**config.mk**
```make
export PLATFORM = sky130hd
export DESIGN_NAME = mod_ppu_scroll_timing
export DESIGN_NICKNAME = d
export VERILOG_FILES = /design/src/rtl/mod_ppu_pkg.sv /design/src/rtl/mod_ppu_video_timing.sv /design/src/rtl/mod_ppu_scroll_timing.sv
export SDC_FILE = /design/constraint.sdc
export NUM_CORES = 1
export LEC_CHECK = 0
export ABC_AREA = 1
export BUFFER_PORTS_ARGS = -buffer_cell sky130_fd_sc_hd__buf_2
export CELL_PAD_IN_SITES_DETAIL_PLACEMENT = 0
export CELL_PAD_IN_SITES_GLOBAL_PLACEMENT = 1
export CORE_MARGIN = 1
export CORE_UTILIZATION = 37
export DETAILED_ROUTE_END_ITERATION = 7
export PLACE_DENSITY = 0.76
export SLEW_MARGIN = 20
export SYNTH_ARGS = -nofsm -noshare
export SYNTH_HDL_FRONTEND = slang
export SYNTH_HIERARCHICAL = 1
export SYNTH_SLANG_ARGS = --single-unit
```
**constraint.sdc**
```tcl
create_clock -name in_ppu_pixel_clk -period 2.43 [get_ports in_ppu_pixel_clk]
set_clock_uncertainty 0.1 [all_clocks]
set_input_delay 0.486 -clock in_ppu_pixel_clk [delete_from_list [all_inputs] [get_ports in_ppu_pixel_clk]]
set_output_delay 0.486 -clock in_ppu_pixel_clk [all_outputs]
set_load 0.02 [all_outputs]
```
**src/rtl/mod_ppu_pkg.sv**
```systemverilog
// Shared PPU definitions: CPU register indices, NTSC/PAL frame geometry and the
// bit layout of the loopy v/t scroll registers, plus the v increment helpers.
package mod_ppu_pkg;

  localparam logic [2:0] REG_PPUCTRL   = 3'd0;
  localparam logic [2:0] REG_PPUMASK   = 3'd1;
  localparam logic [2:0] REG_PPUSTATUS = 3'd2;
  localparam logic [2:0] REG_OAMADDR   = 3'd3;
  localparam logic [2:0] REG_OAMDATA   = 3'd4;
  localparam logic [2:0] REG_PPUSCROLL = 3'd5;
  localparam logic [2:0] REG_PPUADDR   = 3'd6;
  localparam logic [2:0] REG_PPUDATA   = 3'd7;

  localparam int NTSC_DOTS_PER_LINE   = 341;
  localparam int NTSC_LINES_PER_FRAME = 262;
  localparam int PAL_LINES_PER_FRAME  = 312;
  localparam int NTSC_VBLANK_LINE     = 241;
  localparam int VISIBLE_LINES        = 240;

  localparam int V_W          = 15;
  localparam int COARSE_X_LSB = 0;
  localparam int COARSE_X_MSB = 4;
  localparam int COARSE_Y_LSB = 5;
  localparam int COARSE_Y_MSB = 9;
  localparam int NT_X_BIT     = 10;
  localparam int NT_Y_BIT     = 11;
  localparam int FINE_Y_LSB   = 12;
  localparam int FINE_Y_MSB   = 14;
  localparam int ADDR_LO_MSB  = 7;
  localparam int ADDR_HI_LSB  = 8;
  localparam int ADDR_HI_MSB  = 13;

  typedef logic [V_W-1:0] vaddr_t;

  // Horizontal tile step: coarse X wraps into the neighbouring horizontal nametable.
  function automatic vaddr_t inc_coarse_x(input vaddr_t v);
    vaddr_t r;
    r = v;
    if (v[COARSE_X_MSB:COARSE_X_LSB] == 5'd31) begin
      r[COARSE_X_MSB:COARSE_X_LSB] = 5'd0;
      r[NT_X_BIT]                  = ~v[NT_X_BIT];
    end else begin
      r[COARSE_X_MSB:COARSE_X_LSB] = v[COARSE_X_MSB:COARSE_X_LSB] + 5'd1;
    end
    return r;
  endfunction

  // Vertical pixel step: row 29 is the last tile row of a nametable, rows 30/31
  // are attribute space and wrap without switching nametables.
  function automatic vaddr_t inc_fine_y(input vaddr_t v);
    vaddr_t r;
    r = v;
    if (v[FINE_Y_MSB:FINE_Y_LSB] != 3'd7) begin
      r[FINE_Y_MSB:FINE_Y_LSB] = v[FINE_Y_MSB:FINE_Y_LSB] + 3'd1;
    end else begin
      r[FINE_Y_MSB:FINE_Y_LSB] = 3'd0;
      if (v[COARSE_Y_MSB:COARSE_Y_LSB] == 5'd29) begin
        r[COARSE_Y_MSB:COARSE_Y_LSB] = 5'd0;
        r[NT_Y_BIT]                  = ~v[NT_Y_BIT];
      end else if (v[COARSE_Y_MSB:COARSE_Y_LSB] == 5'd31) begin
        r[COARSE_Y_MSB:COARSE_Y_LSB] = 5'd0;
      end else begin
        r[COARSE_Y_MSB:COARSE_Y_LSB] = v[COARSE_Y_MSB:COARSE_Y_LSB] + 5'd1;
      end
    end
    return r;
  endfunction

endpackage

```
**src/rtl/mod_ppu_video_timing.sv**
```systemverilog
// Beam position counter (dot, scanline) with frame parity and the odd-frame
// short pre-render line.
module mod_ppu_video_timing
  import mod_ppu_pkg::*;
#(
  parameter int DOTS_PER_LINE   = NTSC_DOTS_PER_LINE,
  parameter int LINES_PER_FRAME = NTSC_LINES_PER_FRAME,
  parameter int ODD_FRAME_SKIP  = 1
) (
  input  logic       in_ppu_pixel_clk,
  input  logic       in_rst_n,
  input  logic       in_rendering_en,
  output logic [8:0] out_dot,
  output logic [8:0] out_scanline,
  output logic       out_frame_odd
);

  localparam logic [8:0] LAST_DOT = 9'(DOTS_PER_LINE - 1);
  localparam logic [8:0] SKIP_DOT = 9'(DOTS_PER_LINE - 2);
  localparam logic [8:0] PRE_LINE = 9'(LINES_PER_FRAME - 1);
  localparam logic       SKIP_EN  = (ODD_FRAME_SKIP != 0);

  logic [8:0] dot_q, dot_d;
  logic [8:0] line_q, line_d;
  logic       odd_q, odd_d;
  logic       skip;

  always_comb begin
    skip   = SKIP_EN && odd_q && in_rendering_en &&
             (line_q == PRE_LINE) && (dot_q == SKIP_DOT);
    dot_d  = dot_q + 9'd1;
    line_d = line_q;
    odd_d  = odd_q;
    // The skip jumps straight to (0,0), so it also counts as a frame wrap.
    if (skip || (dot_q == LAST_DOT)) begin
      dot_d = 9'd0;
      if (skip || (line_q == PRE_LINE)) begin
        line_d = 9'd0;
        odd_d  = ~odd_q;
      end else begin
        line_d = line_q + 9'd1;
      end
    end
  end

  always_ff @(posedge in_ppu_pixel_clk or negedge in_rst_n) begin
    if (!in_rst_n) begin
      dot_q  <= 9'd0;
      line_q <= 9'd0;
      odd_q  <= 1'b0;
    end else begin
      dot_q  <= dot_d;
      line_q <= line_d;
      odd_q  <= odd_d;
    end
  end

  assign out_dot       = dot_q;
  assign out_scanline  = line_q;
  assign out_frame_odd = odd_q;

endmodule

```
**src/rtl/mod_ppu_scroll_timing.sv**
```systemverilog
// PPU scroll register file (v, t, x, w) driven by CPU register accesses and by
// the rendering-time increments/copies, plus vblank flag generation.
module mod_ppu_scroll_timing
  import mod_ppu_pkg::*;
#(
  parameter int DOTS_PER_LINE   = NTSC_DOTS_PER_LINE,
  parameter int LINES_PER_FRAME = NTSC_LINES_PER_FRAME,
  parameter int VBLANK_LINE     = NTSC_VBLANK_LINE,
  parameter int ODD_FRAME_SKIP  = 1
) (
  input  logic        in_ppu_pixel_clk,
  input  logic        in_rst_n,
  input  logic        in_reg_wr,
  input  logic        in_reg_rd,
  input  logic [2:0]  in_reg_addr,
  input  logic [7:0]  in_reg_wdata,
  input  logic        in_rendering_en,
  output logic [8:0]  out_dot,
  output logic [8:0]  out_scanline,
  output logic [14:0] out_vram_addr,
  output logic [14:0] out_vram_addr_temp,
  output logic [2:0]  out_fine_x,
  output logic        out_w,
  output logic        out_vblank,
  output logic        out_vblank_start,
  output logic        out_frame_odd
);

  localparam logic [8:0] PRE_LINE = 9'(LINES_PER_FRAME - 1);
  localparam logic [8:0] VBL_LINE = 9'(VBLANK_LINE);
  localparam logic [8:0] VIS_END  = 9'(VISIBLE_LINES);

  logic [8:0] dot;
  logic [8:0] scanline;
  logic       frame_odd;

  mod_ppu_video_timing #(
    .DOTS_PER_LINE   (DOTS_PER_LINE),
    .LINES_PER_FRAME (LINES_PER_FRAME),
    .ODD_FRAME_SKIP  (ODD_FRAME_SKIP)
  ) u_video_timing (
    .in_ppu_pixel_clk (in_ppu_pixel_clk),
    .in_rst_n         (in_rst_n),
    .in_rendering_en  (in_rendering_en),
    .out_dot          (dot),
    .out_scanline     (scanline),
    .out_frame_odd    (frame_odd)
  );

  vaddr_t     v_q, v_d;
  vaddr_t     t_q, t_d;
  logic [2:0] x_q, x_d;
  logic       w_q, w_d;
  logic       inc32_q, inc32_d;
  logic       vblank_q, vblank_d;

  logic on_pre;
  logic render_active;
  logic evt_cx, evt_y, evt_hcopy, evt_vcopy;
  logic data_acc;
  logic load_v;

  // Rendering-time events on v, decoded from the current beam position.
  always_comb begin
    on_pre        = (scanline == PRE_LINE);
    render_active = in_rendering_en && ((scanline < VIS_END) || on_pre);
    evt_cx        = render_active &&
                    (((dot != 9'd0) && (dot <= 9'd256) && (dot[2:0] == 3'd0)) ||
                     (dot == 9'd328) || (dot == 9'd336));
    evt_y         = render_active && (dot == 9'd256);
    evt_hcopy     = render_active && (dot == 9'd257);
    evt_vcopy     = render_active && on_pre && (dot >= 9'd280) && (dot <= 9'd304);
    data_acc      = (in_reg_addr == REG_PPUDATA) && (in_reg_wr || in_reg_rd);
  end

  // CPU register effects on t, x, w and the control increment mode.
  always_comb begin
    t_d     = t_q;
    x_d     = x_q;
    w_d     = w_q;
    inc32_d = inc32_q;
    load_v  = 1'b0;
    if (in_reg_wr) begin
      case (in_reg_addr)
        REG_PPUCTRL: begin
          t_d[NT_Y_BIT:NT_X_BIT] = in_reg_wdata[1:0];
          inc32_d                = in_reg_wdata[2];
        end
        REG_PPUSCROLL: begin
          if (!w_q) begin
            t_d[COARSE_X_MSB:COARSE_X_LSB] = in_reg_wdata[7:3];
            x_d                            = in_reg_wdata[2:0];
            w_d                            = 1'b1;
          end else begin
            t_d[FINE_Y_MSB:FINE_Y_LSB]     = in_reg_wdata[2:0];
            t_d[COARSE_Y_MSB:COARSE_Y_LSB] = in_reg_wdata[7:3];
            w_d                            = 1'b0;
          end
        end
        REG_PPUADDR: begin
          if (!w_q) begin
            t_d[ADDR_HI_MSB:ADDR_HI_LSB] = in_reg_wdata[5:0];
            t_d[FINE_Y_MSB]              = 1'b0;
            w_d                          = 1'b1;
          end else begin
            t_d[ADDR_LO_MSB:0] = in_reg_wdata;
            load_v             = 1'b1;
            w_d                = 1'b0;
          end
        end
        default: ;
      endcase
    end else if (in_reg_rd && (in_reg_addr == REG_PPUSTATUS)) begin
      w_d = 1'b0;
    end
  end

  // v priority: $2006 second write, then rendering events, then $2007 stepping.
  always_comb begin
    v_d = v_q;
    if (load_v) begin
      v_d = t_d;
    end else if (evt_cx || evt_y || evt_hcopy || evt_vcopy) begin
      if (evt_cx) v_d = inc_coarse_x(v_d);
      if (evt_y)  v_d = inc_fine_y(v_d);
      if (evt_hcopy) begin
        v_d[NT_X_BIT]                  = t_q[NT_X_BIT];
        v_d[COARSE_X_MSB:COARSE_X_LSB] = t_q[COARSE_X_MSB:COARSE_X_LSB];
      end
      if (evt_vcopy) begin
        v_d[FINE_Y_MSB:NT_Y_BIT]       = t_q[FINE_Y_MSB:NT_Y_BIT];
        v_d[COARSE_Y_MSB:COARSE_Y_LSB] = t_q[COARSE_Y_MSB:COARSE_Y_LSB];
      end
    end else if (data_acc) begin
      if (render_active) v_d = inc_fine_y(inc_coarse_x(v_q));
      else               v_d = v_q + (inc32_q ? 15'd32 : 15'd1);
    end
  end

  // Flag is updated on dot 0 so it reads set/clear exactly from dot 1 onwards.
  always_comb begin
    vblank_d = vblank_q;
    if ((scanline == VBL_LINE) && (dot == 9'd0))  vblank_d = 1'b1;
    else if (on_pre && (dot == 9'd0))             vblank_d = 1'b0;
  end

  always_ff @(posedge in_ppu_pixel_clk or negedge in_rst_n) begin
    if (!in_rst_n) begin
      v_q      <= '0;
      t_q      <= '0;
      x_q      <= 3'd0;
      w_q      <= 1'b0;
      inc32_q  <= 1'b0;
      vblank_q <= 1'b0;
    end else begin
      v_q      <= v_d;
      t_q      <= t_d;
      x_q      <= x_d;
      w_q      <= w_d;
      inc32_q  <= inc32_d;
      vblank_q <= vblank_d;
    end
  end

  assign out_dot            = dot;
  assign out_scanline       = scanline;
  assign out_vram_addr      = v_q;
  assign out_vram_addr_temp = t_q;
  assign out_fine_x         = x_q;
  assign out_w              = w_q;
  assign out_vblank         = vblank_q;
  assign out_vblank_start   = (scanline == VBL_LINE) && (dot == 9'd1);
  assign out_frame_odd      = frame_odd;

endmodule

```
==> results.py, run 1 <==
metrics = {
    "synth": {
        "ys_warn_count": 6,
        "ys_async_sr_fraction_pct": 100.0,
        "yosysTopAreaCell": "dfrtp_1",
        "avgSynthCellArea_um2": 6.444,
        "synth-edff-count": 0,
        "synth-seq-area-share_pct": 28.71,
        "yosysMostFrequentCell": "nand2_1",
        "ys_types": 43,
        "syn-cell-area_mm2": 0.004795,
        "synth_nets": 776,
        "synth_common_cells": "nand2_1, nand3_1, inv_1, nor2_1, dfrtp_1",
        "synthCells": 744,
        "ys.flop_type": "dfrtp_1",
        "ys_top_cells_by_area": "dfrtp_1, nand2_1, nand3_1, inv_1, nor2_1",
        "synth_top_area_share_pct": 28.71,
        "synth_seq_cells": 55,
    },
    "status": {
        "status": "finished, final reports clean",
    },
    "clocking": {
        "cts_buffers": 5,
        "clkLatencyLatePin_ps": 300,
        "tritoncts": "done",
        "clock_sink_count": 55,
        "cts_root_buffer": "clkbuf_16",
        "clk_path_buf_depth": 2,
        "cts.reportedPaths.clkPinSlew_ps": 80,
        "h-tree-depth": 2,
    },
    "final_layout": {
        "antenna_cells": 0,
        "drive_above_1_share_pct": 20.07,
        "fillers": 1390,
        "num-nets-final": 864,
        "syn2layout_area_growth_pct": 18.89,
    },
    "global_route": {
        "grt_usage_pct": 22.21,
        "overflow": 0,
        "grt_pass1_wl_mm": 23.29,
        "antenna_found_initial": 0,
        "grt_max_degree": 34,
        "grt_pass1_vias": 4567,
    },
    "die": {
        "dieArea_mm2": 0.01342,
        "die_y_um": 115.8,
        "die_w_um": 115.8,
        "boundaryPins": 71,
        "coreArea_mm2": 0.01262,
        "start_util_pct": 37.99,
        "rows": 41,
    },
    "drt": {
        "wl_per_cell_um": 14.61,
        "vias": 5158,
        "drtIter0Drc": 291,
        "ant_nets": 0,
        "firstDrtPassIters": 5,
        "avgViaCountPerCell": 5.137,
        "drc": 0,
        "wl_mm": 14.67,
    },
    "timing": {
        "finalHoldViolCount": 0,
        "period_minus_slack_ps": 2345,
        "worst_pin_slew_ps": 626.8,
        "fmax_ghz": 0.4265,
        "finalSetupViolCount": 0,
        "slew_headroom_pct": 58.22,
        "fin_ws_ps": 85.26,
        "finalCritPeriodShare_pct": 96.49,
        "grt_setup_unrepaired": "yes",
        "maxSlewViolCount": 0,
        "holdWs_ps": 99.99,
    },
    "flow_run": {
        "drv_cap": 0,
    },
    "placement": {
        "dp_hpwl_mm": 11.33,
        "port_buffers": 70,
        "globalplace.congestion": 0.9186,
        "dp_slack_ps": -39.70,
    },
    "setup_path": {
        "worstPathRequired_ps": 2520,
        "cp_max_fo": 7,
        "start_kind": "flip-flop",
        "arrival_ps": 2440,
        "critical_path_class": "reg2reg",
        "cp-end-kind": "flip-flop",
    },
    "power": {
        "p_clk_share_pct": 19.5,
        "switching_share_pct": 45.24,
        "peakVddDrop_uv": 361.9,
        "power.leakage_nw": 3.065,
        "seq_power_share_pct": 36.3,
        "pwr-share-comb_pct": 44.2,
        "power_density_mw_per_mm2": 668.7,
        "p_sw_mw": 1.724,
        "intPower_mw": 2.087,
    },
    "hold_path": {
        "hp-class": "in2async",
    },
}
==> placed cells by master (no fill, tap or decap), types with 5 or more instances in the layout <==
master,count
xor2_1,12
clkbuf_16,5
buf_4,30
inv_2,11
nand3_2,7
nand2_2,15
nand3_1,76
nor2_1,75
o22ai_1,6
o211ai_1,9
buf_2,70
nand2_4,5
o21ai_1,22
nor3_1,6
dfrtp_1,55
ha_1,16
o21ai_0,26
nand4_1,10
a21oi_1,16
inv_1,75
nand2_1,238
==> state kept, by name (all words and copies together), names as in the netlist <==
name and cells:
u_video_timing/out_frame_odd 1, out_vblank 1, u_video_timing/out_scanline 9, inc32_q 1, u_video_timing/out_dot 9, out_w 1, out_vram_addr_temp 15, out_vram_addr 15
out_fine_x 3
==> routing by layer <==
metal / track usage [%] / up-vias / part of all wire [%]
met4: 5.726 / 0 / 1.9
met1: 33.47 / 2417 / 49
met2: 33.13 / 148 / 44
met5: 0 / - / 0
met3: 2.981 / 21 / 5.5
li1: - / 2572 / -
==> power groups by stage <==
stage	sequential [mW]	clock (mW)	combinational [mW]
4_1_cts	1.38	0.757	1.66
2_1_floorplan	1.49	0	0.979
5_1_grt	1.42	0.790	1.89
3_3_place_gp	1.39	0	1.63
6_report	1.38	0.745	1.68
3_5_place_dp	1.40	0	1.65
==> worst paths after layout <==
check / startpoint / slack, ps / to / depth (start not counted)
min in group in_ppu_pixel_clk: out_fine_x[0] / 390 / out_fine_x[0] / 2
max reg2reg: u_video_timing/out_dot[1] / 90 / out_vram_addr[8] / 13
min reg2reg: out_fine_x[0] / 390 / out_fine_x[0] / 2
min: in_rst_n / 100 / out_vram_addr[10] / 1
max in group asynchronous: in_rst_n / 1520 / u_video_timing/out_dot[1] / 2
max: u_video_timing/out_dot[1] / 90 / out_vram_addr[8] / 13
==> timing repair <==
action / in CTS / in global routing
buffers inserted: 0 / 5
pin swaps: 0 / 15
hold buffers: 0 / 0
endpoints found under the setup margin: 12 / 15
gates resized for setup: 1 / 22
==> through the flow <==
| stage | instances | util (%) | TNS [ps] | area (um^2) | power [mW] |
|---|---|---|---|---|---|
| floorplan | 744 | - | 0 | 4795 | 2.469 |
| global placement | 992 | 43.07 | 0 | 5435 | 3.025 |
| detailed placement | 992 | 43.07 | -99.04 | 5435 | 3.044 |
| CTS | 999 | 44.26 | 0 | 5585 | 3.794 |
| global route | 1004 | 45.17 | -64.53 | 5700 | 4.096 |
| finish | 1004 | 45.17 | 0 | 5700 | 3.812 |
==> final cells by class <==
cell class / instances / area (um^2) / share of cell area (%)
multi-input combinational: 576 / 2989 / 52.44
tap: 172 / 215.2 / 3.775
timing repair buffer: 104 / 633.1 / 11.11
inverter: 90 / 342.8 / 6.014
sequential: 55 / 1376 / 24.14
clock inverter: 1 / 5.005 / 0.08780
clock buffer: 6 / 138.9 / 2.436
==> critical path, cell delays in order, from the launching register on <==
cell	delay (ps)
dfrtp_1	380
nor2_1	100
nand2_1	110
nor4_4	300
ha_1	280
inv_2	80
a21oi_4	60
o21ai_4	260
nand2_8	110
buf_6	150
nand3_1	70
nand3_1	110
nand2_1	90
nand2_1	50
==> cell families (layout without fill, tap and decap cells) <==
logic type	Yosys count	in the layout	synth area share [%]
DFF	55	55	28.71
and+or+nand+nor	448	448	41.55
xor gates and xnor gates	16	16	2.923
buffers and inverters	113	201	10.33
AOI/OAI and AO/OA	96	96	12.32
adders and majority gates	16	16	4.175
(Power assumes the default switching activity.)
==> run 2, diff against run 1 <==
--- a/config.mk
+++ b/config.mk
@@ -16,5 +16,4 @@
 export SLEW_MARGIN = 20
 export SYNTH_ARGS = -nofsm -noshare
 export SYNTH_HDL_FRONTEND = slang
-export SYNTH_HIERARCHICAL = 1
 export SYNTH_SLANG_ARGS = --single-unit
==> run 2 against run 1 <==
Compared with the run above:
- global-route usage rose by 0.79 points
- combinational power rose by 18%
- clock-buffer cell count did not move
- largest power group unchanged
- total power rose by 11%
- cell area rose by 1.8%
- utilization rose by 3.3 points
- register-to-register slack got worse by 40 ps
- sequential power barely moved
- critical path type unchanged
- die area fell by 5.3%
- non-clock buffer count rose by 13
- flip-flop and latch count did not move
- sequential share of layout area fell by 0.38 points
==> results.py, run 2 <==
metrics = {
    "power": {
        "power_mw": 4.241,
        "p_clk_share_pct": 20.4,
        "switching_share_pct": 44.59,
        "power_density_mw_per_mm2": 730.9,
        "peakVddDrop_uv": 226.9,
        "intPower_mw": 2.350,
        "p_sw_mw": 1.891,
        "pwr-share-comb_pct": 46.8,
        "seq_power_share_pct": 32.8,
        "power.leakage_nw": 2.995,
    },
    "setup_path": {
        "worstPathRequired_ps": 2570,
        "slowest_delay_ps": 410,
        "path_buf_inv": 3,
        "crit_chain": "inv_2, ha_4, inv_4, nor3_4, ha_1, nand3_2, nand3_4, o21bai_4, nand2_4, buf_6, nand2_2, nand3_2, nand2_2, nand2_2, nand2_2",
        "cp_max_fo": 8,
        "cp-end-kind": "flip-flop",
        "r2r_cells": 15,
        "crit_top_cell": "nand2_2",
        "arrival_ps": 2520,
        "critPathSlowestCell": "dfrtp_2",
        "crit_family": "simple AND/OR/NAND/NOR gates",
        "cp.depth": 15,
        "start_kind": "flip-flop",
        "critical_path_class": "reg2reg",
    },
    "timing": {
        "finalSetupViolCount": 0,
        "fmax_ghz": 0.4198,
        "grt_setup_unrepaired": "yes",
        "worst_pin_slew_ps": 474.2,
        "finalHoldViolCount": 0,
        "period_minus_slack_ps": 2382,
        "maxSlewViolCount": 0,
        "finalCritPeriodShare_pct": 98.04,
        "slew_headroom_pct": 68.34,
        "fin_ws_ps": 47.75,
        "setup-tns-final_ps": 0,
    },
    "die": {
        "die_y_um": 112.8,
        "dieArea_mm2": 0.01271,
        "die_w_um": 112.8,
        "rows": 40,
        "start_util_pct": 37.94,
        "coreArea_mm2": 0.01196,
        "boundaryPins": 71,
    },
    "drt": {
        "avgViaCountPerCell": 5.265,
        "wl_per_cell_um": 15.20,
        "wl_mm": 14.39,
        "vias": 4986,
        "drtIter0Drc": 267,
        "firstDrtPassIters": 5,
        "ant_nets": 0,
        "drc": 0,
    },
    "synth": {
        "synth_seq_cells": 55,
        "synth-edff-count": 0,
        "ys_top_cells_by_area": "dfrtp_1, nand2_1, nand3_1, inv_1, ha_1",
        "ys_types": 43,
        "ys_async_sr_fraction_pct": 100.0,
        "synth_common_cells": "nand2_1, inv_1, nand3_1",
        "avgSynthCellArea_um2": 6.558,
        "ys_warn_count": 0,
        "synthCells": 692,
        "ys.flop_type": "dfrtp_1",
        "yosysTopAreaCell": "dfrtp_1",
        "synth_top_area_share_pct": 30.33,
        "synth_nets": 725,
        "synth-seq-area-share_pct": 30.33,
        "syn-cell-area_mm2": 0.004538,
        "yosysMostFrequentCell": "nand2_1",
    },
    "final_layout": {
        "layout_common_cells": "nand2_1, inv_1, buf_2, nand3_1",
        "antenna_cells": 0,
        "stdcell_count": 947,
        "num-nets-final": 832,
        "syn2layout_area_growth_pct": 27.87,
        "fillers": 1256,
        "layout_commonest_cell": "nand2_1",
        "drive_above_1_share_pct": 26.00,
        "final_util_pct": 48.51,
    },
    "clocking": {
        "h-tree-depth": 2,
        "cts.reportedPaths.clkPinSlew_ps": 70,
        "clk_path_buf_depth": 2,
        "clock_sink_count": 55,
        "cts_root_buffer": "clkbuf_16",
        "cts_buffers": 5,
        "tritoncts": "done",
        "clkLatencyLatePin_ps": 300,
    },
    "global_route": {
        "grt_max_degree": 56,
        "grt_pass1_wl_mm": 23.09,
        "grt_pass1_vias": 4749,
        "overflow": 0,
        "antenna_found_initial": 0,
        "grt_usage_pct": 23.00,
    },
    "placement": {
        "port_buffers": 70,
        "globalplace.congestion": 0.9146,
        "dp_hpwl_mm": 10.96,
        "dp_slack_ps": -72.06,
        "dp.cells": 927,
    },
    "status": {
        "status": "finished, final reports clean",
    },
    "hold_path": {
        "hp-class": "in2async",
    },
    "flow_run": {
        "drv_cap": 0,
    },
}
run 2: changes by cell type after synthesis, moves of 4 or more:
cell	change
nor2_1	-20
o21ai_0	+13
o21ai_1	-14
buf_2	-4
buf_6	-5
nor2_4	+6
nand2_1	-23
o21bai_1	-4
inv_2	-6
run 2: stage by stage:
step / hold WS (ps) / area [um^2]
after floorplan: 90.41 / 4553
after global placement: 361.4 / 5269
after detailed placement: 375.3 / 5269
after CTS: 96.89 / 5478
after global routing: 117.5 / 5803
final: 76.97 / 5803
run 2: per-layer routing:
| layer | part of all wire [%] | vias up | global-route usage (%) | routed length (um) |
|---|---|---|---|---|
| li1 | - | 2474 | - | - |
| met1 | 44 | 2353 | 28.12 | 6296 |
| met2 | 50 | 127 | 42.26 | 7179 |
| met3 | 3.5 | 32 | 2.517 | 504 |
| met4 | 2.9 | 0 | 7.111 | 414 |
| met5 | 0 | - | 0 | 0 |
run 2: logic make-up after synthesis:
logic type,synth area share (%)
compound gates,12.68
simple gates,40.64
fa+ha+maj,4.687
xor+xnor,2.509
buf+inv,9.154
flops,30.33
run 2: area by class of cell:
class,count,area (um^2),share of cell area (%)
clock buffers,6,138.9,2.393
inverters,85,334.1,5.757
clock inverters,2,35.03,0.6037
repair buffers,117,767.0,13.22
multi-input cells,535,2965,51.10
well taps,147,183.9,3.169
flip-flops and latches,55,1379,23.76
run 2: power by group through the flow:
stage | combinational (mW) | clock [mW] | sequential, mW
2_1_floorplan | 1.07 | 0 | 1.56
3_3_place_gp | 1.90 | 0 | 1.40
3_5_place_dp | 1.90 | 0 | 1.41
4_1_cts | 1.90 | 0.876 | 1.39
5_1_grt | 2.20 | 0.913 | 1.43
6_report | 1.98 | 0.866 | 1.39
run 2: path summary, 6_finish.rpt:
check	from	endpoint	slack, ps
worst max-delay path	u_video_timing.out_dot[1]	out_vram_addr[9]	50
worst min-delay path	in_rst_n	out_fine_x[2]	80
worst max register to register	u_video_timing.out_dot[1]	out_vram_addr[9]	50
worst min register to register	out_fine_x[0]	out_fine_x[0]	390
max in group asynchronous	in_rst_n	u_video_timing.out_dot[0]	1870
min in group in_ppu_pixel_clk	out_fine_x[0]	out_fine_x[0]	390
run 2: what timing repair did:
| item | CTS | global route |
|---|---|---|
| cloned | 0 | 0 |
| hold buffers | 0 | 0 |
| setup endpoints to repair | 11 | 18 |
| resized for setup | 1 | 65 |
| setup buffers | 4 | 8 |
| pin swaps | 4 | 36 |
==> run 3, diff against run 2 <==
==> constraint.sdc (replaced) <==
create_clock -name in_ppu_pixel_clk -period 2 [get_ports in_ppu_pixel_clk]
set_clock_uncertainty 0.1 [all_clocks]
set_input_delay 0.4 -clock in_ppu_pixel_clk [delete_from_list [all_inputs] [get_ports in_ppu_pixel_clk]]
set_output_delay 0.4 -clock in_ppu_pixel_clk [all_outputs]
set_load 0.02 [all_outputs]
==> run 3 against run 2 <==
Compared with the run above:
- the flow now finishes with violations (design-rule violations, negative setup slack)
- non-clock buffer count grew 72
- combinational power grew 33%
- worst hold slack better by 240 ps
- flip-flop and latch count stayed put
- final cell count increased by 7.6%
- register-to-register slack worse by 390 ps
- cell area grew 9.5%
- utilization grew 4.6 points
- maximum frequency is 1.5% higher
- clock power rose by 2.8%
==> results.py, run 3 (same netlist as run 2, synthesis figures left out) <==
metrics = {
    "clocking": {
        "clock_sink_count": 55,
        "clkLatencyLatePin_ps": 300,
        "clk_path_buf_depth": 2,
        "cts.reportedPaths.clkPinSlew_ps": 80,
        "cts_root_buffer": "clkbuf_16",
        "h-tree-depth": 2,
        "cts_buffers": 5,
        "tritoncts": "done",
    },
    "drt": {
        "wl_mm": 15.18,
        "avgViaCountPerCell": 5.130,
        "ant_nets": 0,
        "drtIter0Drc": 239,
        "drc": 1,
        "vias": 5227,
        "firstDrtPassIters": 7,
        "wl_per_cell_um": 14.89,
    },
    "setup_path": {
        "r2r_end": "out_vram_addr[2]",
        "crit_chain": "inv_2, ha_4, inv_2, nor3_4, ha_1, nand3_1, nand3_2, o21bai_4, buf_4, nand3_2, nand2_8, buf_4, nand2_1, nand2_1",
        "worstPathRequired_ps": 2140,
        "timing.reg2reg.setup_slack_ps": -350,
        "arrival_ps": 2490,
        "cp-end-kind": "flip-flop",
        "r2r_cells": 14,
        "critPathSlowestCell": "dfrtp_2",
        "start_kind": "flip-flop",
        "r2r_start": "u_video_timing.out_dot[1]",
        "crit_start": "u_video_timing.out_dot[1]",
        "slowest_delay_ps": 410,
        "cp_max_fo": 5,
        "critical_path_class": "reg2reg",
    },
    "die": {
        "die_y_um": 112.8,
        "start_util_pct": 37.94,
        "boundaryPins": 71,
        "coreArea_mm2": 0.01196,
        "rows": 40,
        "die_w_um": 112.8,
        "dieArea_mm2": 0.01271,
    },
    "final_layout": {
        "syn2layout_area_growth_pct": 40.06,
        "drive_above_1_share_pct": 32.34,
        "layout_common_cells": "nand2_1, buf_4, inv_1, buf_2, nand3_1",
        "num-nets-final": 904,
        "stdcell_count": 1019,
        "layout_commonest_cell": "nand2_1",
        "antenna_cells": 0,
    },
    "global_route": {
        "grt_usage_pct": 24.62,
        "grt_pass1_wl_mm": 24.74,
        "grt_pass1_vias": 5131,
        "antenna_found_initial": 0,
        "overflow": 0,
        "grt_max_degree": 26,
    },
    "timing": {
        "period_minus_slack_ps": 2347,
        "fin_ws_ps": -346.9,
        "fmax_ghz": 0.4261,
        "finalCritPeriodShare_pct": 117.3,
        "maxSlewViolCount": 0,
        "slew_headroom_pct": 65.02,
        "worst_pin_slew_ps": 524.7,
        "finalSetupViolCount": 19,
        "finalHoldViolCount": 0,
        "grt_setup_unrepaired": "yes",
    },
    "placement": {
        "dp_slack_ps": -392.6,
        "port_buffers": 70,
        "dp_hpwl_mm": 11.98,
        "globalplace.congestion": 0.8697,
        "dp.cells": 995,
    },
    "hold_path": {
        "hp-start": "in_reg_wdata[2]",
        "hold_depth": 3,
        "hp-class": "in2reg",
        "min_to": "out_fine_x[2]",
    },
    "power": {
        "power_density_mw_per_mm2": 813.5,
        "seq_power_share_pct": 31.8,
        "p_sw_mw": 2.329,
        "power.leakage_nw": 3.307,
        "peakVddDrop_uv": 298.4,
        "p_clk_share_pct": 17.2,
        "switching_share_pct": 45.04,
        "intPower_mw": 2.842,
        "pwr-share-comb_pct": 51.0,
    },
    "flow_run": {
        "drv_cap": 0,
    },
    "status": {
        "violations": "design-rule violations, negative setup slack",
        "status": "finished with violations",
    },
}
run 3: cell types whose count changed in the layout (fill, tap and decap cells not counted), sizes merged:
cell and delta:
bufinv -1, clkbuf -1, dlygate4sd3 +1, clkinv +2, buf +71
run 3: worst max path at each step:
stage                                   end  slack (ps)  cells past startpoint
after floorplan            out_vram_addr[5]        -320                     15
after global placement    out_vram_addr[11]        -340                     15
after detailed placement  out_vram_addr[11]        -390                     15
after CTS                  out_vram_addr[5]        -320                     15
after global routing       out_vram_addr[7]        -460                     15
final                      out_vram_addr[2]        -350                     14
run 3: power by group through the flow:
stage,logic [mW],registers (mW),clock network (mW)
final,2.64,1.64,0.890
after global routing,2.94,1.69,0.962
after CTS,2.63,1.65,0.916
after detailed placement,2.60,1.67,0
after global placement,2.59,1.66,0
after floorplan,1.32,1.90,0
run 3: cell type report:
cell class / instances / area, um^2
well taps: 147 / 183.9
clock buffers: 5 / 125.1
multi-input cells: 535 / 3002
repair buffers: 189 / 1316
flip-flops and latches: 55 / 1388
clock inverters: 3 / 15.01
inverters: 85 / 326.6
fillers: 1226 / 5605
run 3: stage by stage:
step	hold slack [ps]	util (%)	area (um^2)	total power [mW]	setup TNS (ps)
floorplan	4.409	-	4649	3.215	-3993
global placement	304.3	49.33	5901	4.246	-3635
detailed placement	312.1	49.33	5901	4.271	-4666
CTS	312.1	51.59	6171	5.192	-4314
global route	324.3	53.14	6356	5.589	-7340
finish	315.0	53.14	6356	5.171	-5119
run 3: worst max-delay path: cells and delay by family, from the launching register on:
kind                     cells  cell delay [ps]
adder cells (fa/ha/maj)      2              410
AO/OA/AOI/OAI                1              220
flip-flops                   1              410
buffers and inverters        4              410
AND/OR/NAND/NOR              7              740
run 3: per-layer routing:
layer	part of all wire, %	vias up	global-route usage [%]
li1	-	2618	-
met1	43	2460	30.25
met2	51	122	45.02
met3	3.2	27	3.053
met4	2.5	0	7.111
met5	0	-	0
run 3: what timing repair did:
| item | CTS | global route |
|---|---|---|
| setup buffers | 6 | 11 |
| resized for setup | 18 | 26 |
| endpoints found under the hold margin | 19 | 0 |
| hold buffers | 1 | 0 |
| setup endpoints to repair | 21 | 26 |
| pin swaps | 4 | 10 |
